==> config.mk <==
export PLATFORM = sky130hd
export DESIGN_NAME = nvram_upload
export DESIGN_NICKNAME = d
export VERILOG_FILES = /design/src/rtl/nvram_upload.sv
export SDC_FILE = /design/constraint.sdc
export NUM_CORES = 1
export LEC_CHECK = 0
export ABC_AREA = 0
export ABC_CLOCK_PERIOD_IN_PS = 2800
export CELL_PAD_IN_SITES_DETAIL_PLACEMENT = 1
export CELL_PAD_IN_SITES_GLOBAL_PLACEMENT = 1
export CORE_MARGIN = 1.5
export CORE_UTILIZATION = 50
export CTS_BUF_LIST = sky130_fd_sc_hd__clkbuf_8
export CTS_CLUSTER_SIZE = 24
export DETAILED_ROUTE_END_ITERATION = 8
export DONT_BUFFER_PORTS = 1
export PLACE_DENSITY = 0.89
export SETUP_SLACK_MARGIN = 0.2
export SLEW_MARGIN = 20
export SYNTH_ARGS = -nofsm -noshare
export SYNTH_HDL_FRONTEND = slang
export SYNTH_SLANG_ARGS = --single-unit
==> constraint.sdc <==
create_clock -name clk_sys -period 2.8 [get_ports clk_sys]
set_clock_uncertainty 0.15 [all_clocks]
set_input_delay 0.42 -clock clk_sys [delete_from_list [all_inputs] [get_ports clk_sys]]
set_output_delay 0.42 -clock clk_sys [all_outputs]
set_load 0.1 [all_outputs]
==> src/rtl/nvram_upload.sv <==
// ---------------------------------------------------------------------------
// nvram_upload
//
// Returns a window of game RAM to the HPS over the ioctl upload direction,
// for saving high scores / NVRAM.  While a selected upload is open the CPU is
// held through pause_req/pause_ack, bytes are fetched through a spare RAM
// read port, and an 8-bit wrap-around checksum byte follows the data.
//
// Ports
//   clk_sys       system clock (only clock)
//   reset         asynchronous, active-high reset
//   ioctl_upload  high for the whole upload transfer
//   ioctl_index   file index of the transfer
//   ioctl_rd      one-cycle read strobe from the HPS
//   ioctl_addr    byte address, valid with ioctl_rd
//   ioctl_din     read data returned to the HPS
//   ioctl_wait    HPS must not sample ioctl_din or strobe ioctl_rd while high
//   pause_req     request to halt the CPU
//   pause_ack     CPU halted, RAM quiescent
//   ram_rd        one-cycle RAM read enable
//   ram_addr      RAM read address
//   ram_q         RAM data, valid one cycle after ram_rd
//   active        a transfer selected for this block is in progress
//   done          one-cycle pulse when a transfer ends
//   dbg_state     current FSM state, for observation only
//
// Handshake: the HPS issues one ioctl_rd strobe per byte only while
// ioctl_wait is low; the byte in ioctl_din is valid from the first cycle in
// which ioctl_wait is low again after that strobe.  A strobe seen while the
// CPU pause is still pending is held and served once the pause is granted.
// ---------------------------------------------------------------------------
module nvram_upload #(
    parameter logic [7:0] INDEX  = 8'd4,
    parameter int         RAM_AW = 10,
    parameter int         BASE   = 0,
    parameter int         LEN    = 64
) (
    input  logic              clk_sys,
    input  logic              reset,
    input  logic              ioctl_upload,
    input  logic [7:0]        ioctl_index,
    input  logic              ioctl_rd,
    input  logic [24:0]       ioctl_addr,
    output logic [7:0]        ioctl_din,
    output logic              ioctl_wait,
    output logic              pause_req,
    input  logic              pause_ack,
    output logic              ram_rd,
    output logic [RAM_AW-1:0] ram_addr,
    input  logic [7:0]        ram_q,
    output logic              active,
    output logic              done,
    output logic [2:0]        dbg_state
);

    typedef enum logic [2:0] {
        S_IDLE    = 3'd0,
        S_PAUSE   = 3'd1,
        S_READY   = 3'd2,
        S_FETCH   = 3'd3,
        S_CAPTURE = 3'd4
    } state_t;

    localparam logic [RAM_AW-1:0] BASE_A = RAM_AW'(BASE);
    localparam logic [24:0]       LEN_A  = 25'(LEN);

    state_t             state, state_nxt;
    logic               sel, sel_d, sel_rise, sel_fall;
    logic               pend, pend_nxt;
    logic [24:0]        pend_addr, pend_addr_nxt;
    logic [7:0]         sum, sum_nxt;
    logic [7:0]         din_nxt;
    logic [RAM_AW-1:0]  ram_addr_nxt;
    logic               svc;
    logic [24:0]        svc_addr;

    assign sel      = ioctl_upload & (ioctl_index == INDEX);
    assign sel_rise = sel & ~sel_d;
    assign sel_fall = ~sel & sel_d;

    // A held strobe from the PAUSE state takes precedence over a fresh one.
    assign svc      = (state == S_READY) & (pend | ioctl_rd);
    assign svc_addr = pend ? pend_addr : ioctl_addr;

    assign dbg_state = state;

    // ------------------------------------------------------------------
    // State register (all outputs are registered here as well)
    // ------------------------------------------------------------------
    always_ff @(posedge clk_sys or posedge reset) begin
        if (reset) begin
            state      <= S_IDLE;
            sel_d      <= 1'b0;
            pend       <= 1'b0;
            pend_addr  <= '0;
            sum        <= 8'h00;
            ioctl_din  <= 8'h00;
            ioctl_wait <= 1'b0;
            pause_req  <= 1'b0;
            ram_rd     <= 1'b0;
            ram_addr   <= '0;
            active     <= 1'b0;
            done       <= 1'b0;
        end else begin
            state      <= state_nxt;
            sel_d      <= sel;
            pend       <= pend_nxt;
            pend_addr  <= pend_addr_nxt;
            sum        <= sum_nxt;
            ioctl_din  <= din_nxt;
            ioctl_wait <= (state_nxt == S_PAUSE) | (state_nxt == S_FETCH) |
                          (state_nxt == S_CAPTURE);
            pause_req  <= (state_nxt != S_IDLE);
            active     <= (state_nxt != S_IDLE);
            ram_rd     <= (state_nxt == S_FETCH);
            ram_addr   <= ram_addr_nxt;
            done       <= sel_fall;
        end
    end

    // ------------------------------------------------------------------
    // Next-state logic; a falling sel ends the transfer from any state.
    // ------------------------------------------------------------------
    always_comb begin
        state_nxt = state;
        if (sel_fall) begin
            state_nxt = S_IDLE;
        end else begin
            case (state)
                S_IDLE:    if (sel_rise) state_nxt = S_PAUSE;
                S_PAUSE:   if (pause_ack) state_nxt = S_READY;
                S_READY:   if (svc && (svc_addr < LEN_A)) state_nxt = S_FETCH;
                S_FETCH:   state_nxt = S_CAPTURE;
                S_CAPTURE: state_nxt = S_READY;
                default:   state_nxt = S_IDLE;
            endcase
        end
    end

    // ------------------------------------------------------------------
    // Output / datapath next values
    // ------------------------------------------------------------------
    always_comb begin
        din_nxt       = ioctl_din;
        sum_nxt       = sum;
        ram_addr_nxt  = ram_addr;
        pend_nxt      = pend;
        pend_addr_nxt = pend_addr;
        if (sel_fall) begin
            // Any in-flight fetch or held strobe is dropped; ioctl_din keeps
            // the last byte served.
            pend_nxt = 1'b0;
        end else begin
            case (state)
                S_IDLE: begin
                    if (sel_rise) begin
                        sum_nxt  = 8'h00;
                        pend_nxt = 1'b0;
                    end
                end
                S_PAUSE: begin
                    if (ioctl_rd) begin
                        pend_nxt      = 1'b1;
                        pend_addr_nxt = ioctl_addr;
                    end
                end
                S_READY: begin
                    if (svc) begin
                        pend_nxt = 1'b0;
                        if (svc_addr < LEN_A) begin
                            ram_addr_nxt = BASE_A + RAM_AW'(svc_addr[7:0]);
                        end else if (svc_addr == LEN_A) begin
                            din_nxt = sum;
                        end else begin
                            din_nxt = 8'hFF;
                        end
                    end
                end
                S_CAPTURE: begin
                    din_nxt = ram_q;
                    sum_nxt = sum + ram_q;
                end
                default: begin
                end
            endcase
        end
    end

endmodule
==> impl_metrics.csv, run 1 <==
group,metric,value,unit
clock_tree,tritoncts,"built",
clock_tree,clk_pin_slew_worst_paths,0.06,ns
detailed_routing,drtAntennaViolNets,0,
detailed_routing,routed_wirelength,6820,microns
floorplan,dieWidth,79.1,microns
min_path,worst_hold_path_type,"in2reg",
setup_path,worstPathRequired,2.85,ns
power_and_ir_drop,ir_worst_vdd,0.000382,V
detailed_routing,avgViaCountPerCell,6.10,
global_route,antenna_found_initial,0,
clock_tree,cts_buffers,9,
sta,slew_headroom,37.2,%
clock_tree,cts_root_buf,"clkbuf_8",
sta,hold_viol,0,
final_layout,fill_cells,594,
power_and_ir_drop,total_power,2.78,mW
synth,synth_top_cells_by_area,"dfrtp_1 (50%), mux2_2 (10%), ha_1 (3.9%)",
sta,fmax,399,MHz
synth,synth_seq_cells,58,
place,gp_congestion,0.804,
final_layout,design_area,3160,sq um
sta,tightest_slew,0.945,ns
min_path,hp-start,"ioctl_addr[22]",
detailed_routing,drtPass1Iterations,4,
setup_path,path_cells,"or4_4 > nor4_2 > o2111ai_2 > a221o_2 > o22ai_1 > o21ai_0",
final_layout,synthToLayoutAreaGrowth,8.89,%
final_layout,drive_gt1_share,22.9,%
global_route,grt_max_degree,26,
floorplan,io_pins,72,
final_layout,final_cell_mix,"dfrtp_1 (57), mux2_2 (26), nor2_1 (18), nand2_1 (14)",
floorplan,num_rows,27,
synth,synth_top_area_share,50.1,%
synth,synth_warnings,0,
power_and_ir_drop,powerDensity,882,nW/um^2
clock_tree,cts_setup_buffers,0,
setup_path,cp-end-kind,"flop",
sta,period_share,89.5,%
setup_path,worstSetupStartpoint,"pend$_DFFE_PP0P_",
setup_path,r2r_start,"pend$_DFFE_PP0P_",
floorplan,die_area,6260,sq um
detailed_routing,drcViolationCount,0,
setup_path,max_stage_delay,0.54,ns
sta,grt_setup_unrepaired,"no",
clock_tree,clock_latency,0.33,ns
final_layout,post_layout_nonfiller_instances,338,
final_layout,antenna_cells,0,
synth,syn_inst,256,
synth,netlist_area,2900,sq um
clock_tree,h-tree-depth,3,
sta,setup_viol,0,
final_layout,post-route-util,57.0,%
floorplan,initial_utilization,52.3,%
sta,setup_tns,0,ns
run_status,status,"completed",
clock_tree,cts_sinks,58,
detailed_routing,num_vias,2063,
floorplan,die_height,79.1,microns
place,placed_cell_area,2980,sq um
synth,synth.distinct_cells,47,
place,post-dp-hpwl,4940,microns
global_route,grt_usage,23.7,%
global_route,overflow,0,
synth,synth_top_area_cell,"dfrtp_1",
sta,min_period,2.51,ns
setup_path,critical_path.max_fanout,8,
final_layout,final_common_cell,"dfrtp_1",
sta,final-max-slew-violation-count,0,
global_route,grt_pass1_vias,2244,
setup_path,start_kind,"flop",
clock_tree,clk_path_buf_depth,2,
place,port_buffers,0,
setup_path,crit_type,"reg2reg",
detailed_routing,drtIter0Drc,57,
synth,yosysSeqAreaShare,50.1,%
setup_path,cpMaxStageDelayCell,"or4_4",
detailed_routing,wl_per_cell,20.2,microns
place,dp.cells,324,
flow_run,drv_cap,0,
synth,avgSynthCellArea,11.3,sq um
global_route,grt_pass1_wl,11200,microns
final_layout,nNetsFinal,320,
floorplan,coreArea,5540,sq um
power_and_ir_drop,p_leak,1.45,nW
setup_path,critPathArrivalTime,2.55,ns
==> worst max-delay path: cells and delay by family, from the launching register on <==
family	cells	cell delay (ns)
flip-flops	1	0.44
AND/OR/NAND/NOR	2	0.78
AO/OA/AOI/OAI	4	1.00
==> cells in the mapped netlist (all sizes together) <==
cell type  count
a211oi         2
a21o           1
a21oi         15
a221o          1
a22o           7
a31oi          1
a32o           1
and2b          1
buf            8
clkbuf         7
conb           1
dfrtp         58
fa             1
ha             9
inv           10
mux2          26
mux2i          8
nand2         14
nand3          4
nand4          1
nand4b         1
nor2          18
nor2b          3
nor3           6
nor4           5
nor4b          3
o2111ai        1
o211ai         3
o21ai         13
o21bai         1
o22ai         11
o41ai          2
or2            1
or3            1
or4            3
or4b           3
xnor2          3
xor2           2
==> metal layers <==
metal | GRT usage [%] | part of all wire [%] | vias up
met3 | 9.20 | 6.3 | 8
met2 | 40.9 | 52 | 51
met4 | 6.84 | 1.2 | 0
met5 | 0 | 0 | -
li1 | - | - | 945
met1 | 27.1 | 40 | 1059
==> registers in the layout, summed over array words and instances (netlist names), 3 cells and up <==
| register | cells |
|---|---|
| pend_addr | 25 |
| sum | 8 |
| ioctl_din | 8 |
| dbg_state | 3 |
| ram_addr | 8 |
==> cell families (layout without fill, tap and decap cells) <==
kind of cell	after synthesis	after routing	share of synthesized area, %
multiplexers	34	34	12.9
adder cells (fa/ha/maj)	10	10	4.58
AO/OA/AOI/OAI	59	59	13.9
other	1	2	0.129
buffers and inverters	25	34	4.27
flip-flops	58	58	50.1
XOR/XNOR	5	5	1.51
AND/OR/NAND/NOR	64	64	12.6
==> cell type report <==
type / count / area [sq um] / share of cell area [%]
repair buffers: 11 / 88.8 / 2.82
flip-flops and latches: 58 / 1450 / 46.0
clock inverters: 2 / 7.51 / 0.238
multi-input cells: 174 / 1330 / 42.1
inverters: 10 / 37.5 / 1.19
well taps: 72 / 90.1 / 2.85
clock buffers: 11 / 151 / 4.80
==> through the flow <==
stage	worst slack (ns)	hold slack (ns)
after global placement	0.366	0.200
after floorplan	0.218	0.321
after CTS	0.254	0.0780
after global routing	0.206	0.0744
final	0.293	0.0898
after detailed placement	0.302	0.208
==> timing repair <==
action	4_1_cts	5_1_grt
endpoints found under the setup margin	0	7
endpoints found under the hold margin	22	0
gates resized for setup	0	2
hold buffers	1	0
==> final timing paths <==
| kind | cells after the start | end | slack [ns] |
|---|---|---|---|
| setup / recovery | 6 | ioctl_din[0]$_DFFE_PP0P_ | 0.29 |
| hold / removal | 1 | pend_addr[22]$_DFFE_PP0P_ | 0.09 |
| setup reg to reg | 6 | ioctl_din[0]$_DFFE_PP0P_ | 0.29 |
| hold reg to reg | 1 | pend_addr[21]$_DFFE_PP0P_ | 0.35 |
| max in group asynchronous | 3 | active$_DFF_PP0_ | 1.35 |
| min in group asynchronous | 2 | pend_addr[7]$_DFFE_PP0P_ | 0.43 |
==> report_power, final <==
part,total [mW],internal [mW],leakage (nW),switching [mW]
clock,0.648,0.348,0.0897,0.300
combinational,0.519,0.217,0.605,0.302
sequential,1.61,0.931,0.755,0.683
(Power assumes the default switching activity.)
==> run 2: changes to the inputs <==
--- a/config.mk
+++ b/config.mk
@@ -12,9 +12,9 @@
 export CORE_MARGIN = 1.5
 export CORE_UTILIZATION = 50
 export CTS_BUF_LIST = sky130_fd_sc_hd__clkbuf_8
-export CTS_CLUSTER_SIZE = 24
 export DETAILED_ROUTE_END_ITERATION = 8
 export DONT_BUFFER_PORTS = 1
+export MAX_ROUTING_LAYER = met4
 export PLACE_DENSITY = 0.89
 export SETUP_SLACK_MARGIN = 0.2
 export SLEW_MARGIN = 20
==> impl_metrics.csv, run 2 (same netlist as run 1, synthesis figures left out) <==
group,metric,value,unit
detailed_routing,wl_per_cell,20.1,microns
setup_path,rrSetupSlack,0.29,ns
global_route,antenna_found_initial,0,
min_path,worst_hold_path_type,"in2reg",
clock_tree,cts_sinks,58,
final_layout,final_common_cell,"dfrtp_1",
min_path,worstHoldPathCells,1,
final_layout,drive_gt1_share,22.9,%
detailed_routing,num_vias,2047,
floorplan,coreArea,5540,sq um
min_path,worstHoldEndpoint,"pend_addr[22]$_DFFE_PP0P_",
power_and_ir_drop,ir_worst_vdd,0.000385,V
power_and_ir_drop,power_frac_seq,58.0,%
final_layout,largest_reg_flops,25,
clock_tree,h-tree-depth,3,
setup_path,worstPathRequired,2.85,ns
sta,setup_viol,0,
setup_path,r2r_start,"pend$_DFFE_PP0P_",
final_layout,top_register,"pend_addr",
power_and_ir_drop,clockPowerShare,23.3,%
global_route,grt_pass1_wl,11100,microns
final_layout,nNetsFinal,320,
power_and_ir_drop,powerDensity,882,nW/um^2
detailed_routing,drtAntennaViolNets,0,
clock_tree,cts_root_buf,"clkbuf_8",
sta,final-max-slew-violation-count,0,
clock_tree,tritoncts,"built",
sta,min_period,2.51,ns
setup_path,r2r_end,"ioctl_din[0]$_DFFE_PP0P_",
power_and_ir_drop,p_int,1.50,mW
setup_path,r2r_cells,6,
global_route,grt_max_degree,26,
setup_path,start_kind,"flop",
sta,slew_headroom,37.0,%
sta,period_share,89.7,%
power_and_ir_drop,p_switching,1.29,mW
clock_tree,clk_path_buf_depth,2,
detailed_routing,drtPass1Iterations,4,
floorplan,dieWidth,79.1,microns
global_route,overflow,0,
sta,tightest_slew,0.948,ns
setup_path,path_cells,"or4_4 > nor4_2 > o2111ai_2 > a221o_2 > o22ai_1 > o21ai_0",
final_layout,post_layout_nonfiller_instances,338,
clock_tree,clock_latency,0.32,ns
clock_tree,cts_setup_buffers,0,
run_status,status,"completed",
sta,hold_viol,0,
detailed_routing,routed_wirelength,6800,microns
min_path,hp-start,"ioctl_addr[22]",
place,post-dp-hpwl,4940,microns
clock_tree,clk_pin_slew_worst_paths,0.06,ns
power_and_ir_drop,comb_power_share,18.6,%
place,port_buffers,0,
setup_path,max_stage_delay,0.54,ns
global_route,grt_pass1_vias,2252,
place,gp_congestion,0.816,
sta,fmax,398,MHz
sta,setup_tns,0,ns
floorplan,die_height,79.1,microns
detailed_routing,drcViolationCount,0,
setup_path,critical_path.max_fanout,8,
place,dp.cells,324,
power_and_ir_drop,p_leak,1.45,nW
final_layout,design_area,3160,sq um
setup_path,cp-end-kind,"flop",
detailed_routing,avgViaCountPerCell,6.06,
floorplan,io_pins,72,
power_and_ir_drop,sw_frac_of_total,46.2,%
place,post-place-ws,0.302,ns
sta,grt_setup_unrepaired,"no",
floorplan,num_rows,27,
setup_path,crit_type,"reg2reg",
final_layout,fill_cells,594,
sta,fin_ws,0.289,ns
flow_run,drv_cap,0,
clock_tree,cts_buffers,9,
floorplan,die_area,6260,sq um
final_layout,synthToLayoutAreaGrowth,8.89,%
place,placed_cell_area,2980,sq um
detailed_routing,drtIter0Drc,72,
global_route,grt_usage,24.2,%
floorplan,initial_utilization,52.3,%
setup_path,cpMaxStageDelayCell,"or4_4",
final_layout,final_cell_mix,"dfrtp_1 (57), mux2_2 (26), nor2_1 (18), nand2_1 (14)",
final_layout,antenna_cells,0,
setup_path,critPathArrivalTime,2.56,ns
run 2: cell counts in the layout (fill, tap and decap cells not counted):
No cell type changed its count.
run 2: timing repair:
| item | in CTS | in global routing |
|---|---|---|
| hold buffers | 1 | 0 |
| endpoints found under the hold margin | 22 | 0 |
| endpoints found under the setup margin | 0 | 7 |
| resized for setup | 0 | 2 |
run 2: layer usage:
metal / up-vias / GRT usage (%) / wire (microns)
li1: 944 / - / -
met1: 1049 / 27.1 / 2770
met2: 46 / 41.1 / 3570
met3: 8 / 6.90 / 372
met4: 0 / 8.95 / 80
met5: - / - / 0
run 2: worst max-delay path, delay by kind of cell, from the launching register on:
| kind | cells | cell delay [ns] |
|---|---|---|
| AND/OR/NAND/NOR | 2 | 0.78 |
| AO/OA/AOI/OAI | 4 | 1.01 |
| flip-flops | 1 | 0.44 |
run 2: how the worst max path moves through the flow:
| stage | start | end | slack, ns | cells past startpoint |
|---|---|---|---|---|
| after floorplan | dbg_state[1]$_DFF_PP0_ | pend_addr[0]$_DFFE_PP0P_ | 0.22 | 6 |
| after global placement | pend$_DFFE_PP0P_ | ram_addr[6]$_DFFE_PP0P_ | 0.37 | 6 |
| after detailed placement | pend$_DFFE_PP0P_ | ioctl_din[4]$_DFFE_PP0P_ | 0.30 | 6 |
| after CTS | pend$_DFFE_PP0P_ | ioctl_din[0]$_DFFE_PP0P_ | 0.25 | 6 |
| after global routing | pend$_DFFE_PP0P_ | ram_addr[5]$_DFFE_PP0P_ | 0.21 | 7 |
| final | pend$_DFFE_PP0P_ | ioctl_din[0]$_DFFE_PP0P_ | 0.29 | 6 |
run 2: area by class of cell:
cell class,count,area (sq um),share of cell area [%]
clock inverters,2,7.51,0.238
well taps,72,90.1,2.85
clock buffers,11,151,4.80
flip-flops and latches,58,1450,46.0
multi-input cells,174,1330,42.1
repair buffers,11,88.8,2.82
inverters,10,37.5,1.19
run 2: through the flow:
stage,utilization [%],hold WS [ns],total power [mW]
floorplan,-,0.321,2.03
global placement,53.8,0.200,2.12
detailed placement,53.8,0.208,2.15
CTS,56.9,0.0780,2.80
global route,57.0,0.0757,2.90
finish,57.0,0.0902,2.78
run 2: power groups by stage:
stage | clock network, mW | logic (mW) | registers (mW)
2_1_floorplan | 0 | 0.447 | 1.58
3_3_place_gp | 0 | 0.491 | 1.63
3_5_place_dp | 0 | 0.517 | 1.63
4_1_cts | 0.662 | 0.524 | 1.62
5_1_grt | 0.696 | 0.580 | 1.63
6_report | 0.649 | 0.519 | 1.62
==> run 3: changes to the inputs <==
--- a/config.mk
+++ b/config.mk
@@ -17,7 +17,6 @@
 export MAX_ROUTING_LAYER = met4
 export PLACE_DENSITY = 0.89
 export SETUP_SLACK_MARGIN = 0.2
-export SLEW_MARGIN = 20
 export SYNTH_ARGS = -nofsm -noshare
 export SYNTH_HDL_FRONTEND = slang
 export SYNTH_SLANG_ARGS = --single-unit
==> results of run 3 <==
No change in the layout: final DEF, timing and power equal those of run 2.
